==> src/rtl/axil_nco_pkg.sv <==
// Shared register map, CTRL bit positions and response codes for the NCO
// register block.
package axil_nco_pkg;

  localparam logic [7:0] REG_STEP   = 8'h00;
  localparam logic [7:0] REG_CTRL   = 8'h04;
  localparam logic [7:0] REG_STATUS = 8'h08;
  localparam logic [7:0] REG_CNT    = 8'h0C;
  localparam logic [7:0] REG_ID     = 8'h10;

  localparam int CTRL_STEP_EN     = 0;
  localparam int CTRL_DITHER_EN   = 1;
  localparam int CTRL_COMMIT      = 2;
  localparam int CTRL_AUTO_COMMIT = 3;

  localparam logic [1:0] RESP_OKAY   = 2'b00;
  localparam logic [1:0] RESP_SLVERR = 2'b10;

  typedef struct packed {
    logic auto_commit;
    logic dither_en;
    logic step_en;
  } ctrl_t;

endpackage

==> src/rtl/sync_2ff.sv <==
// Two-flop synchroniser for a single asynchronous level input.
module sync_2ff (
  input  logic clk,
  input  logic rst,
  input  logic d,
  output logic q
);

  logic meta;

  always_ff @(posedge clk) begin
    if (rst) begin
      meta <= 1'b0;
      q    <= 1'b0;
    end else begin
      meta <= d;
      q    <= meta;
    end
  end

endmodule

==> src/rtl/axil_nco_regs.sv <==
// AXI4-Lite register block for the NCO step (shadow + commit) and DSM control,
// with lock status read-back.
module axil_nco_regs
  import axil_nco_pkg::*;
#(
  parameter int          ACC_WIDTH  = 32,
  parameter int          ADDR_WIDTH = 8,
  parameter logic [31:0] RESET_STEP = 32'h0000_0000,
  parameter logic [31:0] ID_VALUE   = 32'h4D41_5348
) (
  input  logic                  clk_100mhz_mmcm_out,
  input  logic                  RST,
  input  logic [ADDR_WIDTH-1:0] s_axil_awaddr,
  input  logic                  s_axil_awvalid,
  output logic                  s_axil_awready,
  input  logic [31:0]           s_axil_wdata,
  input  logic [3:0]            s_axil_wstrb,
  input  logic                  s_axil_wvalid,
  output logic                  s_axil_wready,
  output logic [1:0]            s_axil_bresp,
  output logic                  s_axil_bvalid,
  input  logic                  s_axil_bready,
  input  logic [ADDR_WIDTH-1:0] s_axil_araddr,
  input  logic                  s_axil_arvalid,
  output logic                  s_axil_arready,
  output logic [31:0]           s_axil_rdata,
  output logic [1:0]            s_axil_rresp,
  output logic                  s_axil_rvalid,
  input  logic                  s_axil_rready,
  input  logic                  locked_in,
  output logic [ACC_WIDTH-1:0]  nco_step,
  output logic                  nco_step_valid,
  output logic                  nco_step_enable,
  output logic                  dither_enable
);

  localparam logic [ADDR_WIDTH-1:0] WORD_MASK = ~ADDR_WIDTH'(3);

  logic                  aw_held, w_held;
  logic [ADDR_WIDTH-1:0] aw_addr_q;
  logic [31:0]           w_data_q;
  logic [3:0]            w_strb_q;
  logic                  bvalid_q, rvalid_q;
  logic [1:0]            bresp_q, rresp_q;
  logic [31:0]           rdata_q;
  logic [ACC_WIDTH-1:0]  shadow, step_q;
  ctrl_t                 ctrl_q;
  logic [15:0]           commit_cnt;
  logic                  step_vld_q;
  logic                  locked_s;

  sync_2ff u_lock_sync (
    .clk (clk_100mhz_mmcm_out),
    .rst (RST),
    .d   (locked_in),
    .q   (locked_s)
  );

  assign s_axil_awready  = !RST && !aw_held && !bvalid_q;
  assign s_axil_wready   = !RST && !w_held && !bvalid_q;
  assign s_axil_arready  = !RST && !rvalid_q;
  assign s_axil_bvalid   = bvalid_q;
  assign s_axil_bresp    = bresp_q;
  assign s_axil_rvalid   = rvalid_q;
  assign s_axil_rresp    = rresp_q;
  assign s_axil_rdata    = rdata_q;
  assign nco_step        = step_q;
  assign nco_step_valid  = step_vld_q;
  assign nco_step_enable = ctrl_q.step_en;
  assign dither_enable   = ctrl_q.dither_en;

  logic aw_hs, w_hs, ar_hs, wr_fire;
  assign aw_hs   = s_axil_awvalid && s_axil_awready;
  assign w_hs    = s_axil_wvalid && s_axil_wready;
  assign ar_hs   = s_axil_arvalid && s_axil_arready;
  // The write lands on the edge where the second half arrives, so a channel
  // handshaking this cycle is used straight from the bus.
  assign wr_fire = (aw_held || aw_hs) && (w_held || w_hs);

  logic [ADDR_WIDTH-1:0] wr_word, rd_word;
  logic [31:0]           wr_data;
  logic [3:0]            wr_strb;
  assign wr_word = (aw_held ? aw_addr_q : s_axil_awaddr) & WORD_MASK;
  assign wr_data = w_held ? w_data_q : s_axil_wdata;
  assign wr_strb = w_held ? w_strb_q : s_axil_wstrb;
  assign rd_word = s_axil_araddr & WORD_MASK;

  logic sel_step, sel_ctrl, sel_known, do_commit;
  assign sel_step  = wr_word == ADDR_WIDTH'(REG_STEP);
  assign sel_ctrl  = wr_word == ADDR_WIDTH'(REG_CTRL);
  assign sel_known = sel_step || sel_ctrl ||
                     wr_word == ADDR_WIDTH'(REG_STATUS) ||
                     wr_word == ADDR_WIDTH'(REG_CNT) ||
                     wr_word == ADDR_WIDTH'(REG_ID);
  assign do_commit = wr_fire &&
                     ((sel_ctrl && wr_strb[0] && wr_data[CTRL_COMMIT]) ||
                      (sel_step && ctrl_q.auto_commit));

  logic [31:0] step_merged;
  always_comb begin
    step_merged = 32'(shadow);
    for (int b = 0; b < 4; b++)
      if (wr_strb[b]) step_merged[8*b +: 8] = wr_data[8*b +: 8];
  end

  logic [31:0] rd_data;
  logic [1:0]  rd_resp;
  always_comb begin
    rd_data = 32'h0;
    rd_resp = RESP_OKAY;
    if (rd_word == ADDR_WIDTH'(REG_STEP))
      rd_data = 32'(shadow);
    else if (rd_word == ADDR_WIDTH'(REG_CTRL))
      rd_data = {28'h0, ctrl_q.auto_commit, 1'b0, ctrl_q.dither_en, ctrl_q.step_en};
    else if (rd_word == ADDR_WIDTH'(REG_STATUS))
      rd_data = {30'h0, shadow != step_q, locked_s};
    else if (rd_word == ADDR_WIDTH'(REG_CNT))
      rd_data = {16'h0, commit_cnt};
    else if (rd_word == ADDR_WIDTH'(REG_ID))
      rd_data = ID_VALUE;
    else
      rd_resp = RESP_SLVERR;
  end

  always_ff @(posedge clk_100mhz_mmcm_out) begin
    if (RST) begin
      aw_held    <= 1'b0;
      w_held     <= 1'b0;
      aw_addr_q  <= '0;
      w_data_q   <= '0;
      w_strb_q   <= '0;
      bvalid_q   <= 1'b0;
      bresp_q    <= RESP_OKAY;
      rvalid_q   <= 1'b0;
      rresp_q    <= RESP_OKAY;
      rdata_q    <= '0;
      shadow     <= RESET_STEP[ACC_WIDTH-1:0];
      step_q     <= RESET_STEP[ACC_WIDTH-1:0];
      ctrl_q     <= '{auto_commit: 1'b0, dither_en: 1'b0, step_en: 1'b1};
      commit_cnt <= '0;
      step_vld_q <= 1'b0;
    end else begin
      step_vld_q <= do_commit;
      if (wr_fire) begin
        aw_held  <= 1'b0;
        w_held   <= 1'b0;
        bvalid_q <= 1'b1;
        bresp_q  <= sel_known ? RESP_OKAY : RESP_SLVERR;
        if (sel_step) shadow <= step_merged[ACC_WIDTH-1:0];
        if (sel_ctrl && wr_strb[0])
          ctrl_q <= '{auto_commit: wr_data[CTRL_AUTO_COMMIT],
                      dither_en:   wr_data[CTRL_DITHER_EN],
                      step_en:     wr_data[CTRL_STEP_EN]};
      end else begin
        if (aw_hs) begin
          aw_held   <= 1'b1;
          aw_addr_q <= s_axil_awaddr;
        end
        if (w_hs) begin
          w_held   <= 1'b1;
          w_data_q <= s_axil_wdata;
          w_strb_q <= s_axil_wstrb;
        end
        if (bvalid_q && s_axil_bready) bvalid_q <= 1'b0;
      end
      // Auto-commit must see the byte-merged value being written this cycle.
      if (do_commit) begin
        step_q     <= sel_step ? step_merged[ACC_WIDTH-1:0] : shadow;
        commit_cnt <= commit_cnt + 16'd1;
      end
      if (ar_hs) begin
        rvalid_q <= 1'b1;
        rdata_q  <= rd_data;
        rresp_q  <= rd_resp;
      end else if (rvalid_q && s_axil_rready) begin
        rvalid_q <= 1'b0;
      end
    end
  end

endmodule

==> config.mk <==
export PLATFORM = sky130hd
export DESIGN_NAME = axil_nco_regs
export DESIGN_NICKNAME = d
export VERILOG_FILES = /design/src/rtl/axil_nco_pkg.sv /design/src/rtl/sync_2ff.sv /design/src/rtl/axil_nco_regs.sv
export SDC_FILE = /design/constraint.sdc
export NUM_CORES = 1
export LEC_CHECK = 0
export ABC_AREA = 1
export ABC_CLOCK_PERIOD_IN_PS = 3000
export CAP_MARGIN = 20
export CORE_MARGIN = 10
export CORE_UTILIZATION = 41
export CTS_CLUSTER_SIZE = 8
export DETAILED_ROUTE_END_ITERATION = 8
export SYNTH_ARGS = -nofsm -noshare
export SYNTH_HDL_FRONTEND = slang
export SYNTH_SLANG_ARGS = --single-unit
export TNS_END_PERCENT = 10
==> constraint.sdc <==
create_clock -name clk_100mhz_mmcm_out -period 3 [get_ports clk_100mhz_mmcm_out]
set_clock_uncertainty 0.15 [all_clocks]
set_input_delay 0.6 -clock clk_100mhz_mmcm_out [delete_from_list [all_inputs] [get_ports clk_100mhz_mmcm_out]]
set_output_delay 0.6 -clock clk_100mhz_mmcm_out [all_outputs]
set_load 0.01 [all_outputs]
==> After elaboration in Yosys (flattened, before gate mapping) <==
Index checks and enable logic that the tools add are counted.
W data, S select, Z words.
{ "op_classes": {"n_addsub": 1, "n_mul": 0, "div": 0, "n_lt_le_gt_ge": 0, "n_eq_ne": 9, "shifts": 0, "muxes": 23, "bitwise": 1, "n_reduce_logical": 35} }
{ "op_table": {"columns": ["op", "count"], "rows": [
  ["$mux W31", 4],
  ["$mux W32", 3],
  ["$mux W8", 5],
  ["$ne A32 B32 Y1", 1],
  ["$eq A6 B2 Y1 const B", 4],
  ["$add A16 B1 Y16 const B", 1],
  ["$logic_not A8 Y1", 2],
  ["$logic_and A1 B1 Y1", 15],
  ["$eq A6 B1 Y1 const B", 2],
  ["$eq A6 B3 Y1 const B", 2],
  ["$mux W2", 6],
  ["$logic_or A1 B1 Y1", 7],
  ["$reduce_and A2 Y1", 3],
  ["$logic_not A1 Y1", 5],
  ["$mux W1", 4],
  ["$mux W4", 1],
  ["$reduce_bool A2 Y1", 2],
  ["$reduce_or A2 Y1", 1],
  ["$not A1 Y1", 1]
]} }
{ "totals": {"regBits": 170, "latchBits": 0, "ramBits": 0, "mem_bits_ro": 0, "input_bits": 60, "elab_cells": 88, "memories": 0} }

==> Logic depth before layout (Yosys ltp) <==
{ "logic_depth": {"depth_word": 8, "mapped_depth": 14, "depth_no_buf": 12} }

==> Modules after synthesis <==
From an unflattened synthesis, not the netlist that was laid out.
{ "unflattened": {"cells_unflattened": 1124, "area_unflattened_um2": 7703.6} }
{ "by_module_without_submodules": {"columns": ["mod", "n_inst", "cells_each", "area_per_inst_um2"], "rows": [
  ["axil_nco_regs", 1, 1118, 7648.6],
  ["sync_2ff", 1, 6, 55.1]
]} }

==> Least setup slack after synthesis <==
OpenSTA, ideal clock, no wires.
{ "synth_path": {"path_type": "in2reg", "from": "input port s_axil_awaddr[3]", "to": "register commit_cnt[6]", "t_arrival_ps": 1802, "required_ps": 2718, "path_slack_ps": 915, "stages": 10, "path_buffers": 2, "cell_sequence": "or2_1 > o21ai_1 > and2b_1 > nand2_4 > o21ai_2 > nand2_2 > buf_2 > buf_2 > nand2_1 > a21oi_1"} }
{ "synth_via": {"elab_chain_len": 6, "elab_cells_between_ends": 8, "classes_between": "eq/ne (1); mux (1); reduce/logical (6)"} }
{ "synth_lines": {"columns": ["element", "line_no", "text"], "rows": [
  ["start: declaration", "axil_nco_regs.sv:13", "input logic [ADDR_WIDTH-1:0] s_axil_awaddr,"],
  ["$mux W8 (*)", "axil_nco_regs.sv:83", "assign wr_word = (aw_held ? aw_addr_q : s_axil_awaddr) & WORD_MASK;"],
  ["$eq A6 B1 Y1", "axil_nco_regs.sv:90", "assign sel_ctrl = wr_word == ADDR_WIDTH'(REG_CTRL);"],
  ["$logic_and A1 B1 Y1 (2 in series)", "axil_nco_regs.sv:96", "((sel_ctrl && wr_strb[0] && wr_data[CTRL_COMMIT]) ||"],
  ["$logic_or A1 B1 Y1 (*)", "axil_nco_regs.sv:96", null],
  ["$logic_and A1 B1 Y1 (*)", "axil_nco_regs.sv:95", "assign do_commit = wr_fire &&"],
  ["end signal: assignment", "axil_nco_regs.sv:169", "commit_cnt <= commit_cnt + 16'd1;"],
  ["end: declaration", "axil_nco_regs.sv:48", "logic [15:0] commit_cnt;"]
]} }
Mark *: on every way between the ends. The rest lies on a longest branch, timed or not.
A chain may end at the register's enable or synchronous reset.

==> Final worst setup path <==
{ "layout_path": {"from": "input port RST", "to": "output port s_axil_awready"} }
{ "layout_via": {"elab_chain_len": 3} }
{ "layout_lines": {"columns": ["element", "line_no", "text"], "rows": [
  ["start: declaration", "axil_nco_regs.sv:12", "input logic RST,"],
  ["$logic_not A1 Y1", "axil_nco_regs.sv:59", "assign s_axil_awready = !RST && !aw_held && !bvalid_q;"],
  ["$logic_and A1 B1 Y1 (2 in series)", "axil_nco_regs.sv:59", null],
  ["end: declaration", "axil_nco_regs.sv:15", "output logic s_axil_awready,"]
]} }
Every way passes these cells.

==> impl_metrics.yaml <==
run_status:
  status: "finished, final reports clean"
hold_path:
  whs_path_depth: 2
  hold_path_class: "reg2reg"
finish:
  num-nets-final: 1327
  drive_gt1_frac: 0.0555
  antennaDiodeCount: 0
  fin_cells: 1513
  syn2layout_area_growth_pct: 28.8
cts:
  insertion_delay_ps: 430
  htree_num_levels: 4
  clkTransAtPathRegs_ps: 60
  numClockSinks: 166
  cts_made_buffers: 17
  cts_tree: "done"
  cts-root-buf: "clkbuf_16"
  cts_max_path_buffers: 2
  post_cts_buffers: 0
  cts_resized: 0
  cts_hold_buffers: 0
setup_path:
  r2r-start: "w_held$_SDFFE_PP0P_"
  startpoint: "RST"
  start_kind: "input pin"
  r2r-end: "commit_cnt[11]$_SDFFE_PP0P_"
  rr_worst_depth: 10
  worst_ep_required_time_ps: 2250
  crit_end: "s_axil_awready"
  crit_fanout: 2
  arrival_ps: 2020
  r2r_slack_ps: 770
  critPathCaptureType: "output pin"
  critPathKind: "in2out"
floorplan:
  num_rows: 50
  dieHeight_um: 157
  initial_core_util: 0.414
  core_area_um2: 18600
  io_pins: 136
  die_area_um2: 24600
  die-width_um: 157
timing:
  slew_violations: 0
  hold_viol_final: 0
  setup_tns_ps: 0
  worstMarginPinSlew_ps: 1110
  rsz0062_at_grt: "no"
  whs_ps: 259
  maxSlewHeadroom: 0.261
  min_period_ps: 2770
  max_freq_ghz: 0.361
  setup_viol_count_final: 0
  post-route-period-util: 0.924
detailed_routing:
  wl_um: 22800
  vias: 7396
  drtIter0Drc: 425
  ant_nets: 0
  drtPass1Iterations: 5
  remaining_drc_errors: 0
  wire_per_inst_um: 15.0
  viasPerCell: 4.89
global_routing:
  track_usage: 0.186
  grt_pass1_vias: 6788
  antenna_found_initial: 0
  grt_pass1_wl_um: 36300
  grt_max_degree: 113
  overflow: 0
synthesis:
  synth_cell_types: 35
  netlist_instances: 1153
  synth_area_um2: 7690
  synth.area.top_cells: "dfxtp_1, nand2_1, o21ai_0"
  avgSynthCellArea_um2: 6.67
  yosys_warnings: 0
  synth_seq_area_share: 0.432
  synth.largest_area_cell: "dfxtp_1"
  synth_top_cell_area_share: 0.432
  synth_seq_cells: 166
placed_design:
  numPortBuffers: 129
  gp_congestion: 0.881
  dp_hpwl_um: 15900
  placed_cells: 1481
power:
  peakVddDrop_mv: 0.431
  p_leak_nw: 4.08
  powerDensity_nw_per_um2: 535
  total_power_mw: 5.29
job:
  cap_violations: 0
-- cell families after synthesis --
logic type                 after synthesis  synth area share
and+or+nand+nor                        565             0.289
AOI/OAI and AO/OA                      231             0.156
DFF                                    166             0.432
buffers and inverters                  156            0.0822
xor gates and xnor gates                30            0.0342
muxes                                    3           0.00391
adders and majority gates                1           0.00163
other                                    1          0.000488
-- per-layer routing --
layer  wire length [um]  track usage  share of wire
met3               1530       0.0472          0.067
met2              10100        0.283           0.45
met4                267       0.0467          0.012
met1              10800        0.255           0.48
met5                  0            0              0
-- layout make-up --
class / instances / area (um2)
fillers: 1854 / 8680
inverters: 95 / 357
well taps: 234 / 293
clock buffers: 19 / 453
repair buffers: 154 / 1530
multi-input cells: 832 / 3740
clock inverters: 13 / 203
flip-flops and latches: 166 / 3320
-- cell usage after synthesis, drive strengths merged --
library cell,count
o221ai,1
a32o,1
a31o,1
nand2,326
inv,94
nor2,201
a21oi,41
dfxtp,166
mux2i,3
nand4,5
nor3,4
nand3,24
clkbuf,40
o31ai,10
conb,1
and2b,1
clkinv,1
o22ai,1
o21ai,175
xnor2,16
o211ai,1
ha,1
buf,21
xor2,14
or2,2
nor4,2
-- through the flow --
stage | area, um2 | worst slack [ps] | util
finish | 9900 | 229 | 0.533
CTS | 9900 | 218 | 0.533
floorplan | 7690 | 915 | -
global route | 9900 | 146 | 0.533
detailed placement | 9240 | 141 | 0.497
global placement | 9240 | 180 | 0.497
-- layout by cell type (no fill, tap or decap), types with 3 or more instances in the layout --
| cell type | n |
|---|---|
| o31ai_1 | 10 |
| clkdlybuf4s50_1 | 129 |
| nand4_1 | 5 |
| o21ai_0 | 172 |
| buf_4 | 21 |
| buf_12 | 4 |
| inv_1 | 90 |
| bufinv_16 | 5 |
| clkbuf_16 | 17 |
| nor2_4 | 4 |
| nand3_1 | 24 |
| nor2_1 | 195 |
| mux2i_1 | 3 |
| nor3_1 | 4 |
| clkinv_2 | 4 |
| dfxtp_1 | 166 |
| xnor2_1 | 16 |
| inv_2 | 4 |
| nand2_1 | 324 |
| a21oi_1 | 41 |
| xor2_1 | 14 |
-- worst max-delay path: stages --
cell	delay, ps
clkdlybuf4s50_1	480
inv_2	90
nand2_1	110
nor2_1	170
clkdlybuf4s50_1	570
-- how the worst min path moves through the flow --
stage	startpoint	endpoint	slack, ps
after floorplan	u_lock_sync.meta$_SDFF_PP0_	u_lock_sync.q$_SDFF_PP0_	240
after global placement	u_lock_sync.meta$_SDFF_PP0_	u_lock_sync.q$_SDFF_PP0_	250
after detailed placement	u_lock_sync.meta$_SDFF_PP0_	u_lock_sync.q$_SDFF_PP0_	250
after CTS	u_lock_sync.meta$_SDFF_PP0_	u_lock_sync.q$_SDFF_PP0_	270
after global routing	u_lock_sync.meta$_SDFF_PP0_	u_lock_sync.q$_SDFF_PP0_	300
final	u_lock_sync.meta$_SDFF_PP0_	u_lock_sync.q$_SDFF_PP0_	260
-- registers in the layout (all words and copies together) (netlist names), 4 cells and up --
name and cells:
nco_step 32, shadow 32, aw_addr_q 6, w_strb_q 4, w_data_q 32, commit_cnt 16, s_axil_rdata 32
-- power by group --
part / internal (mW) / leakage (nW) / switching [mW]
clock: 1.52 / 0.319 / 0.914
combinational: 0.227 / 2.41 / 0.307
sequential: 2.29 / 1.35 / 0.0414
Power figures use the tool's default switching activity.
